[src/rtl/bms_pkg.sv]
// Shared definitions for the BMS mode controller: state codes, fault bit
// positions, default timing and SoC hysteresis thresholds.
package bms_pkg;

    typedef enum logic [2:0] {
        ST_IDLE      = 3'd0,
        ST_CHARGE    = 3'd1,
        ST_DISCHARGE = 3'd2,
        ST_DWELL     = 3'd3,
        ST_FAULT     = 3'd4
    } bms_state_t;

    localparam int FAULT_OV = 0;
    localparam int FAULT_UV = 1;
    localparam int FAULT_OT = 2;

    localparam int DEBOUNCE_CYCLES_DEF = 4;
    localparam int DWELL_CYCLES_DEF    = 16;

    localparam logic [7:0] SOC_MAX          = 8'd100;
    localparam logic [7:0] SOC_FULL_DEF     = 8'd100;
    localparam logic [7:0] SOC_RECHARGE_DEF = 8'd95;
    localparam logic [7:0] SOC_EMPTY_DEF    = 8'd5;
    localparam logic [7:0] SOC_RESUME_DEF   = 8'd10;

    // Estimator can overshoot; clamp before any threshold compare.
    function automatic logic [7:0] soc_sat(input logic [7:0] soc);
        return (soc > SOC_MAX) ? SOC_MAX : soc;
    endfunction

endpackage

[src/rtl/bms_debounce.sv]
// Level debouncer: output follows raw only after raw has disagreed with it
// for DEBOUNCE_CYCLES consecutive samples.
module bms_debounce
    import bms_pkg::*;
#(
    parameter int DEBOUNCE_CYCLES = DEBOUNCE_CYCLES_DEF
) (
    input  logic clk,
    input  logic rst_n,
    input  logic raw,
    output logic level
);

    localparam int            CW       = $clog2(DEBOUNCE_CYCLES + 1);
    localparam logic [CW-1:0] CNT_LAST = CW'(DEBOUNCE_CYCLES - 1);

    logic [CW-1:0] cnt;

    always_ff @(posedge clk or negedge rst_n) begin
        if (!rst_n) begin
            level <= 1'b0;
            cnt   <= '0;
        end else if (raw == level) begin
            cnt <= '0;
        end else if (cnt == CNT_LAST) begin
            level <= raw;
            cnt   <= '0;
        end else begin
            cnt <= cnt + 1'b1;
        end
    end

endmodule

[src/rtl/bms_mode_fsm.sv]
// Battery mode sequencer: debounced charge/load requests, SoC hysteresis,
// dead-time between power modes and a sticky fault state.
//
// state        | meaning
// IDLE         | both paths off, waiting for a debounced request
// CHARGE       | charge contactor enabled
// DISCHARGE    | load contactor enabled
// DWELL        | dead-time, both enables low for DWELL_CYCLES cycles
// FAULT        | fault seen, waits for clean flags plus operator clear
module bms_mode_fsm
    import bms_pkg::*;
#(
    parameter int         DEBOUNCE_CYCLES = DEBOUNCE_CYCLES_DEF,
    parameter int         DWELL_CYCLES    = DWELL_CYCLES_DEF,
    parameter logic [7:0] SOC_FULL        = SOC_FULL_DEF,
    parameter logic [7:0] SOC_RECHARGE    = SOC_RECHARGE_DEF,
    parameter logic [7:0] SOC_EMPTY       = SOC_EMPTY_DEF,
    parameter logic [7:0] SOC_RESUME      = SOC_RESUME_DEF
) (
    input  logic       clk,
    input  logic       rst_n,
    input  logic       charger_present,
    input  logic       load_request,
    input  logic [7:0] soc_percent,
    input  logic [2:0] fault_flags,
    input  logic       fault_clear,
    output logic       charge_en_fsm,
    output logic       discharge_en_fsm,
    output logic [2:0] bms_state,
    output logic [2:0] fault_latched
);

    localparam int            DW        = $clog2(DWELL_CYCLES + 1);
    localparam logic [DW-1:0] DWELL_TOP = DW'(DWELL_CYCLES - 1);

    bms_state_t    state_q, state_d;
    logic          chg_db, load_db;
    logic [7:0]    soc_s;
    logic [DW-1:0] dwell_cnt;
    logic          fault_exit;

    bms_debounce #(.DEBOUNCE_CYCLES(DEBOUNCE_CYCLES)) u_db_chg (
        .clk   (clk),
        .rst_n (rst_n),
        .raw   (charger_present),
        .level (chg_db)
    );

    bms_debounce #(.DEBOUNCE_CYCLES(DEBOUNCE_CYCLES)) u_db_load (
        .clk   (clk),
        .rst_n (rst_n),
        .raw   (load_request),
        .level (load_db)
    );

    assign soc_s = soc_sat(soc_percent);

    always_comb begin
        state_d = state_q;
        if (|fault_flags) begin
            state_d = ST_FAULT;
        end else begin
            case (state_q)
                ST_IDLE: begin
                    // Charger wins when both requests are active.
                    if (chg_db && (soc_s < SOC_RECHARGE))
                        state_d = ST_CHARGE;
                    else if (load_db && !chg_db && (soc_s > SOC_RESUME))
                        state_d = ST_DISCHARGE;
                end
                ST_CHARGE: begin
                    if ((soc_s >= SOC_FULL) || !chg_db)
                        state_d = ST_DWELL;
                end
                ST_DISCHARGE: begin
                    if ((soc_s <= SOC_EMPTY) || !load_db || chg_db)
                        state_d = ST_DWELL;
                end
                ST_DWELL: begin
                    if (dwell_cnt == '0)
                        state_d = ST_IDLE;
                end
                ST_FAULT: begin
                    if (fault_clear)
                        state_d = ST_DWELL;
                end
                default: state_d = ST_FAULT;
            endcase
        end
    end

    assign fault_exit = (state_q == ST_FAULT) && (state_d == ST_DWELL);

    always_ff @(posedge clk or negedge rst_n) begin
        if (!rst_n) begin
            state_q          <= ST_IDLE;
            charge_en_fsm    <= 1'b0;
            discharge_en_fsm <= 1'b0;
            fault_latched    <= 3'b000;
            dwell_cnt        <= '0;
        end else begin
            state_q          <= state_d;
            charge_en_fsm    <= (state_d == ST_CHARGE);
            discharge_en_fsm <= (state_d == ST_DISCHARGE);
            fault_latched    <= fault_exit ? 3'b000 : (fault_latched | fault_flags);
            // Reload on every entry so a re-entered dwell always runs in full.
            if ((state_q != ST_DWELL) && (state_d == ST_DWELL))
                dwell_cnt <= DWELL_TOP;
            else if ((state_q == ST_DWELL) && (dwell_cnt != '0))
                dwell_cnt <= dwell_cnt - 1'b1;
        end
    end

    assign bms_state = state_q;

endmodule

[config.mk]
export PLATFORM = sky130hd
export DESIGN_NAME = bms_mode_fsm
export DESIGN_NICKNAME = d
export VERILOG_FILES = /design/src/rtl/bms_pkg.sv /design/src/rtl/bms_debounce.sv /design/src/rtl/bms_mode_fsm.sv
export SDC_FILE = /design/constraint.sdc
export NUM_CORES = 1
export LEC_CHECK = 0
export ABC_AREA = 1
export BUFFER_PORTS_ARGS = -buffer_cell sky130_fd_sc_hd__buf_2
export CAP_MARGIN = 20
export CORE_MARGIN = 2
export CORE_UTILIZATION = 30
export DETAILED_ROUTE_END_ITERATION = 12
export HOLD_SLACK_MARGIN = 0.1
export PLACE_DENSITY = 0.48
export REMOVE_ABC_BUFFERS = 1
export SLEW_MARGIN = 5
export SYNTH_ARGS = -nofsm -noshare
export SYNTH_HDL_FRONTEND = slang
export SYNTH_HIERARCHICAL = 1
export SYNTH_SLANG_ARGS = --single-unit
[constraint.sdc]
create_clock -name clk -period 2.4 [get_ports clk]
set_input_delay 0.12 -clock clk [delete_from_list [all_inputs] [get_ports clk]]
set_output_delay 0.12 -clock clk [all_outputs]
set_load 0.05 [all_outputs]
# Word level (Yosys, flattened, before mapping)

Cells that the tools add are included.

Logic and storage cells: 66
Output and inout port bits: 8
Input bits: 16
Register bits after elaboration: 21

Magnitude comparators: 5
Bitwise operators: 3
Eq/ne operators: 12
Muxes and demuxes: 16
$add $sub $neg: 3
Reduce and logical (&&, ||, !) cells: 18

Operators with widths:

| cell                | number |
|---|---|
| $mux 3              | 12 |
| $eq 3x2->1 const B  | 6 |
| $pmux 3 s5          | 1 |
| $mux 5              | 2 |
| $ge 8x7->1 const B  | 1 |
| $gt 8x4->1 const B  | 1 |
| $gt 8x7->1 const B  | 1 |
| $le 8x3->1 const B  | 1 |
| $lt 8x7->1 const B  | 1 |
| $mux 8              | 1 |
| $add 3x1->3 const B | 2 |
| $eq 3x1->1 const B  | 2 |
| $logic_and 1x1->1   | 6 |
| $logic_not 5->1     | 1 |
| $reduce_bool 5->1   | 1 |
| $sub 5x1->5 const B | 1 |
| $reduce_and 2->1    | 2 |
| $eq 3x3->1 const B  | 1 |
| $logic_not 3->1     | 1 |
| $logic_or 1x1->1    | 3 |
| $ne 3x2->1 const B  | 1 |
| $or 3x3->3          | 1 |
| $reduce_or 3->1     | 1 |
| $eq 1x1->1          | 2 |
| 3 further kinds     | 5 |

# Depth between registers and ports, before layout

Depth in word-level cells: 11
Depth in mapped cells: 16
Mapped depth without buffers: 16

# Cells and area by module

Netlist, hierarchy kept.

Modules (own cells, without submodules):

| module       | seq. area each (µm²) | cells an instance | area an instance (µm²) | instances |
|---|---|---|---|---|
| bms_mode_fsm | 325.3                | 122               | 867.1                  | 1 |
| bms_debounce | 100.1                | 23                | 188.9                  | 2 |

# Worst setup path after synthesis

Ideal clock, no wire load.

Kind: reg-to-reg
From: register state_q[1] (netlist: bms_state[1])
To: register dwell_cnt[4]
Required time: 2.289 ns
Library setup time: 0.111 ns
Stages on the path, launching flop included: 11
Setup slack: 0.636 ns
Period minus slack after synthesis: 1.764 ns
Buffers on the path: 0
Arrival time: 1.653 ns
Path through: dfrtp_1 > inv_1 > nor3_2 > nand2_1 > o21ai_1 > or2_0 > a21oi_1 > nand2_2 > nand3_4 > nand2_2 > inv_2

Word-level cells in the longest chain between the ends: 7
Elaborated cells on any way between the ends: 19
Those cells by class: 6 x eq/ne; 9 x mux; 4 x reduce/logical

Ends and longest elaborated chain:

| element                                     | RTL line            | source |
|---|---|---|
| start, declared                             | bms_mode_fsm.sv:36  | `bms_state_t state_q, state_d;` |
| start signal, assigned                      | bms_mode_fsm.sv:102 | `state_q <= state_d;` |
| $mux 3                                      | bms_mode_fsm.sv:68  | `else if (load_db && !chg_db && (soc_s > SOC_RESUME))` |
| $mux 3                                      | bms_mode_fsm.sv:66  | `if (chg_db && (soc_s < SOC_RECHARGE))` |
| $pmux 3 s5                                  | bms_mode_fsm.sv:63  | `case (state_q)` |
| $mux 3                                      | bms_mode_fsm.sv:60  | `if (\|fault_flags) begin` |
| $eq 3x2->1                                  | bms_mode_fsm.sv:107 | `if ((state_q != ST_DWELL) && (state_d == ST_DWELL))` |
| $logic_and 1x1->1                           | bms_mode_fsm.sv:107 |  |
| $mux 5 or $reduce_bool 2->1 (tied branches) | --                  |  |
| end signal, assigned                        | bms_mode_fsm.sv:110 | `dwell_cnt <= dwell_cnt - 1'b1;` |
| end, declared                               | bms_mode_fsm.sv:39  | `logic [DW-1:0] dwell_cnt;` |

Several ways; a longest one is shown, not always the timed one.
A chain may end at the register's enable or synchronous reset.

# Final worst setup path

From: register dwell_cnt[0]
To: register dwell_cnt[3]

Word-level cells in the longest chain between the ends: 7
Elaborated cells on any way between the ends: 12
Those cells by class: 1 x add/sub; 1 x eq/ne; 5 x mux; 5 x reduce/logical

Ends and longest elaborated chain:

| element                                     | RTL line            | source |
|---|---|---|
| $logic_not 5->1                             | bms_mode_fsm.sv:80  | `if (dwell_cnt == '0)` |
| $mux 3                                      | bms_mode_fsm.sv:80  |  |
| $pmux 3 s5                                  | bms_mode_fsm.sv:63  |  |
| $mux 3                                      | bms_mode_fsm.sv:60  |  |
| $eq 3x2->1                                  | bms_mode_fsm.sv:107 |  |
| $logic_and 1x1->1                           | bms_mode_fsm.sv:107 |  |
| $mux 5 or $reduce_bool 2->1 (tied branches) | --                  |  |

Several ways; a longest one is shown, not always the timed one. The select of a mux whose other input is x is not followed.

==> impl_metrics.env <==
export IMPL_multi_input_area_um2=573
export IMPL_dpl_hpwl_um=1870
export IMPL_timing_fmax_mhz=549
export IMPL_maxCapViolations=0
export IMPL_numCtsBuffers=3
export IMPL_power_per_cell_area_nw_per_um2=616
export IMPL_finalMaxSlewViolations=0
export IMPL_n_fill_cell=418
export IMPL_power_total_mw=0.910
export IMPL_cts_tree="built"
export IMPL_busiest_layer="met2"
export IMPL_cp_depth=11
export IMPL_final_net_count=216
export IMPL_syn2layout_area_growth_pct=18.7
export IMPL_initial_core_util=0.311
export IMPL_antenna_found_initial=0
export IMPL_overflow=0
export IMPL_regArea_um2=526
export IMPL_finalCritPeriodShare=0.759
export IMPL_drt_antenna_violating_nets=0
export IMPL_yosys_top_cells_area="dfrtp_1 42%, nand2_1 14%, inv_1 11%"
export IMPL_grt_pass1_wl_um=4040
export IMPL_io_buffers=23
export IMPL_grtUsageMet2=0.190
export IMPL_worst_path_max_delay_cell="dfrtp_1"
export IMPL_cts_resized=0
export IMPL_place_gp_congestion=0.767
export IMPL_required_ps=2550
export IMPL_dieArea_um2=4680
export IMPL_crit_fanout=5
export IMPL_vias=1043
export IMPL_drive_above_1_share=0.255
export IMPL_ctsHtreeMaxLevel=1
export IMPL_diodes=0
export IMPL_yosysMostFrequentCell="nand2_1"
export IMPL_min_delay_path_class="in -> reg"
export IMPL_postSynth_topFlopCell="dfrtp_1"
export IMPL_cts_sinks=21
export IMPL_clk_latency_ps=250
export IMPL_die_x_um=68.4
export IMPL_rsz0062_at_grt="no"
export IMPL_slew_headroom=0.689
export IMPL_netlist_instances=168
export IMPL_worstMarginPinSlew_ps=467
export IMPL_route_detailed_drc=0
export IMPL_fin_tns_setup_ps=0
export IMPL_root_buffer="clkbuf_8"
export IMPL_synth_avg_cell_area_um2=7.41
export IMPL_synth_edf_count=0
export IMPL_ys_seq_area_frac=0.422
export IMPL_clockBufferDepth=2
export IMPL_cts_hold_buf=1
export IMPL_final_hold_viol_count=0
export IMPL_core_area_um2=4000
export IMPL_cp_end_kind="register"
export IMPL_synth_top_area_cell="dfrtp_1"
export IMPL_cp_common_cell="nand2_1"
export IMPL_min_period_ps=1820
export IMPL_reg2regPathDepth=11
export IMPL_finalClockSkew_ps=3.30
export IMPL_netlist_area_leader_share=0.422
export IMPL_first_pass_iters=4
export IMPL_hold_path_cell_count=3
export IMPL_p_leak_nw=0.776
export IMPL_path_buf_inv=1
export IMPL_worstSetupPathType="reg -> reg"
export IMPL_grt_use_met3=0.0148
export IMPL_die_h_um=68.4
export IMPL_async_reset_ff_frac=1.00
export IMPL_yosys_register_bits=21
export IMPL_ys_warn_count=6
export IMPL_worstSetupStartpointType="register"
export IMPL_grt_pass1_vias=996
export IMPL_io_pins=24
export IMPL_routed_wl_um=2280
export IMPL_viasPerCell=4.24
export IMPL_syn_area_um2=1240
export IMPL_grtUsageTotal=0.114
export IMPL_row_count=23
export IMPL_grt_max_degree=22
export IMPL_globalRouteMet1Util=0.144
export IMPL_irDropWorstVdd_mv=0.326
export IMPL_ys_types=25
export IMPL_crit_arrival_ps=1970
export IMPL_status="finished, final reports clean"
export IMPL_setup_viol=0
export IMPL_clk_pin_slew_ps=70
export IMPL_cpPeakStageDelay_ps=380
export IMPL_first_iter_violations=20
export IMPL_post_drt_wl_per_cell_um=9.28
export IMPL_crit_family="simple AND/OR/NAND/NOR gates"
export IMPL_synth_common_cells="45 x nand2_1, 37 x inv_1, 21 x dfrtp_1"
export IMPL_cp_cell_sequence="inv_1, ha_1, nor3b_2, nand2_1, nand2_1, o21ai_1, or2_0, a21oi_1, nand2_2, nand3_4, nand2_1"
export IMPL_post_cts_buffers=0
cells by family (layout without fill, tap and decap cells):
logic type	after synthesis	after routing	synth area share
compound gates	9	9	0.0533
xor+xnor	2	2	0.0141
fa+ha+maj	3	3	0.0302
buf+inv	39	67	0.118
flops	21	21	0.422
simple gates	94	94	0.363
metrics by stage:
step / hold slack [ps] / setup slack (ps) / instance area [um2] / util / instances
final: 126 / 577 / 1480 / 0.369 / 246
after global routing: 130 / 343 / 1480 / 0.369 / 246
after CTS: 119 / 554 / 1480 / 0.369 / 246
after detailed placement: 109 / 577 / 1420 / 0.356 / 241
after global placement: 102 / 645 / 1420 / 0.356 / 241
after floorplan: -176 / 636 / 1240 / - / 168
tightest hold or removal path, cell delays in order:
cell     delay, ps
buf_2          100
nand3_1         70
nand2_1         60
sequential cells by signal (all words and copies together), names as in the netlist:
name / count
u_db_chg/level: 1
dwell_cnt: 5
discharge_en_fsm: 1
u_db_load/cnt: 3
bms_state: 3
u_db_load/level: 1
charge_en_fsm: 1
u_db_chg/cnt: 3
fault_latched: 3
layer usage:
metal	share of wire	up-vias	wire length [um]
li1	-	556	-
met1	0.48	467	1100
met2	0.47	18	1080
met3	0.038	2	86
met4	0.011	0	24
met5	0	-	0
power by group:
| group | total [mW] | internal [mW] | switching (mW) |
|---|---|---|---|
| Combinational | 0.247 | 0.0949 | 0.152 |
| Sequential | 0.440 | 0.403 | 0.0367 |
| Clock | 0.223 | 0.118 | 0.105 |
| Total | 0.910 | 0.616 | 0.294 |
final cells by class:
type                    count  area share
flip-flops and latches     21       0.356
clock buffers               4      0.0305
inverters                  39      0.0991
well taps                  50      0.0423
multi-input cells         108       0.388
repair buffers             24      0.0847
placed cells by master (no fill, tap or decap), types with 3 or more instances in the layout:
cell type / count
ha_1: 3
nor2_1: 17
or2_2: 3
inv_1: 37
clkbuf_8: 3
nand2_2: 11
nand3_1: 5
buf_2: 23
nand4_1: 3
nor3_1: 3
dfrtp_1: 21
o21ai_0: 3
nand2_1: 45
final timing paths:
path	startpoint	to	slack (ps)
max reg2reg	dwell_cnt[0]	dwell_cnt[3]	580
min	charger_present	u_db_chg/level	130
max	dwell_cnt[0]	dwell_cnt[3]	580
min in group asynchronous	rst_n	fault_latched[0]	350
max in group asynchronous	rst_n	fault_latched[2]	1730
min reg2reg	u_db_load/cnt[2]	u_db_load/cnt[2]	510
(Power assumes the default switching activity.)
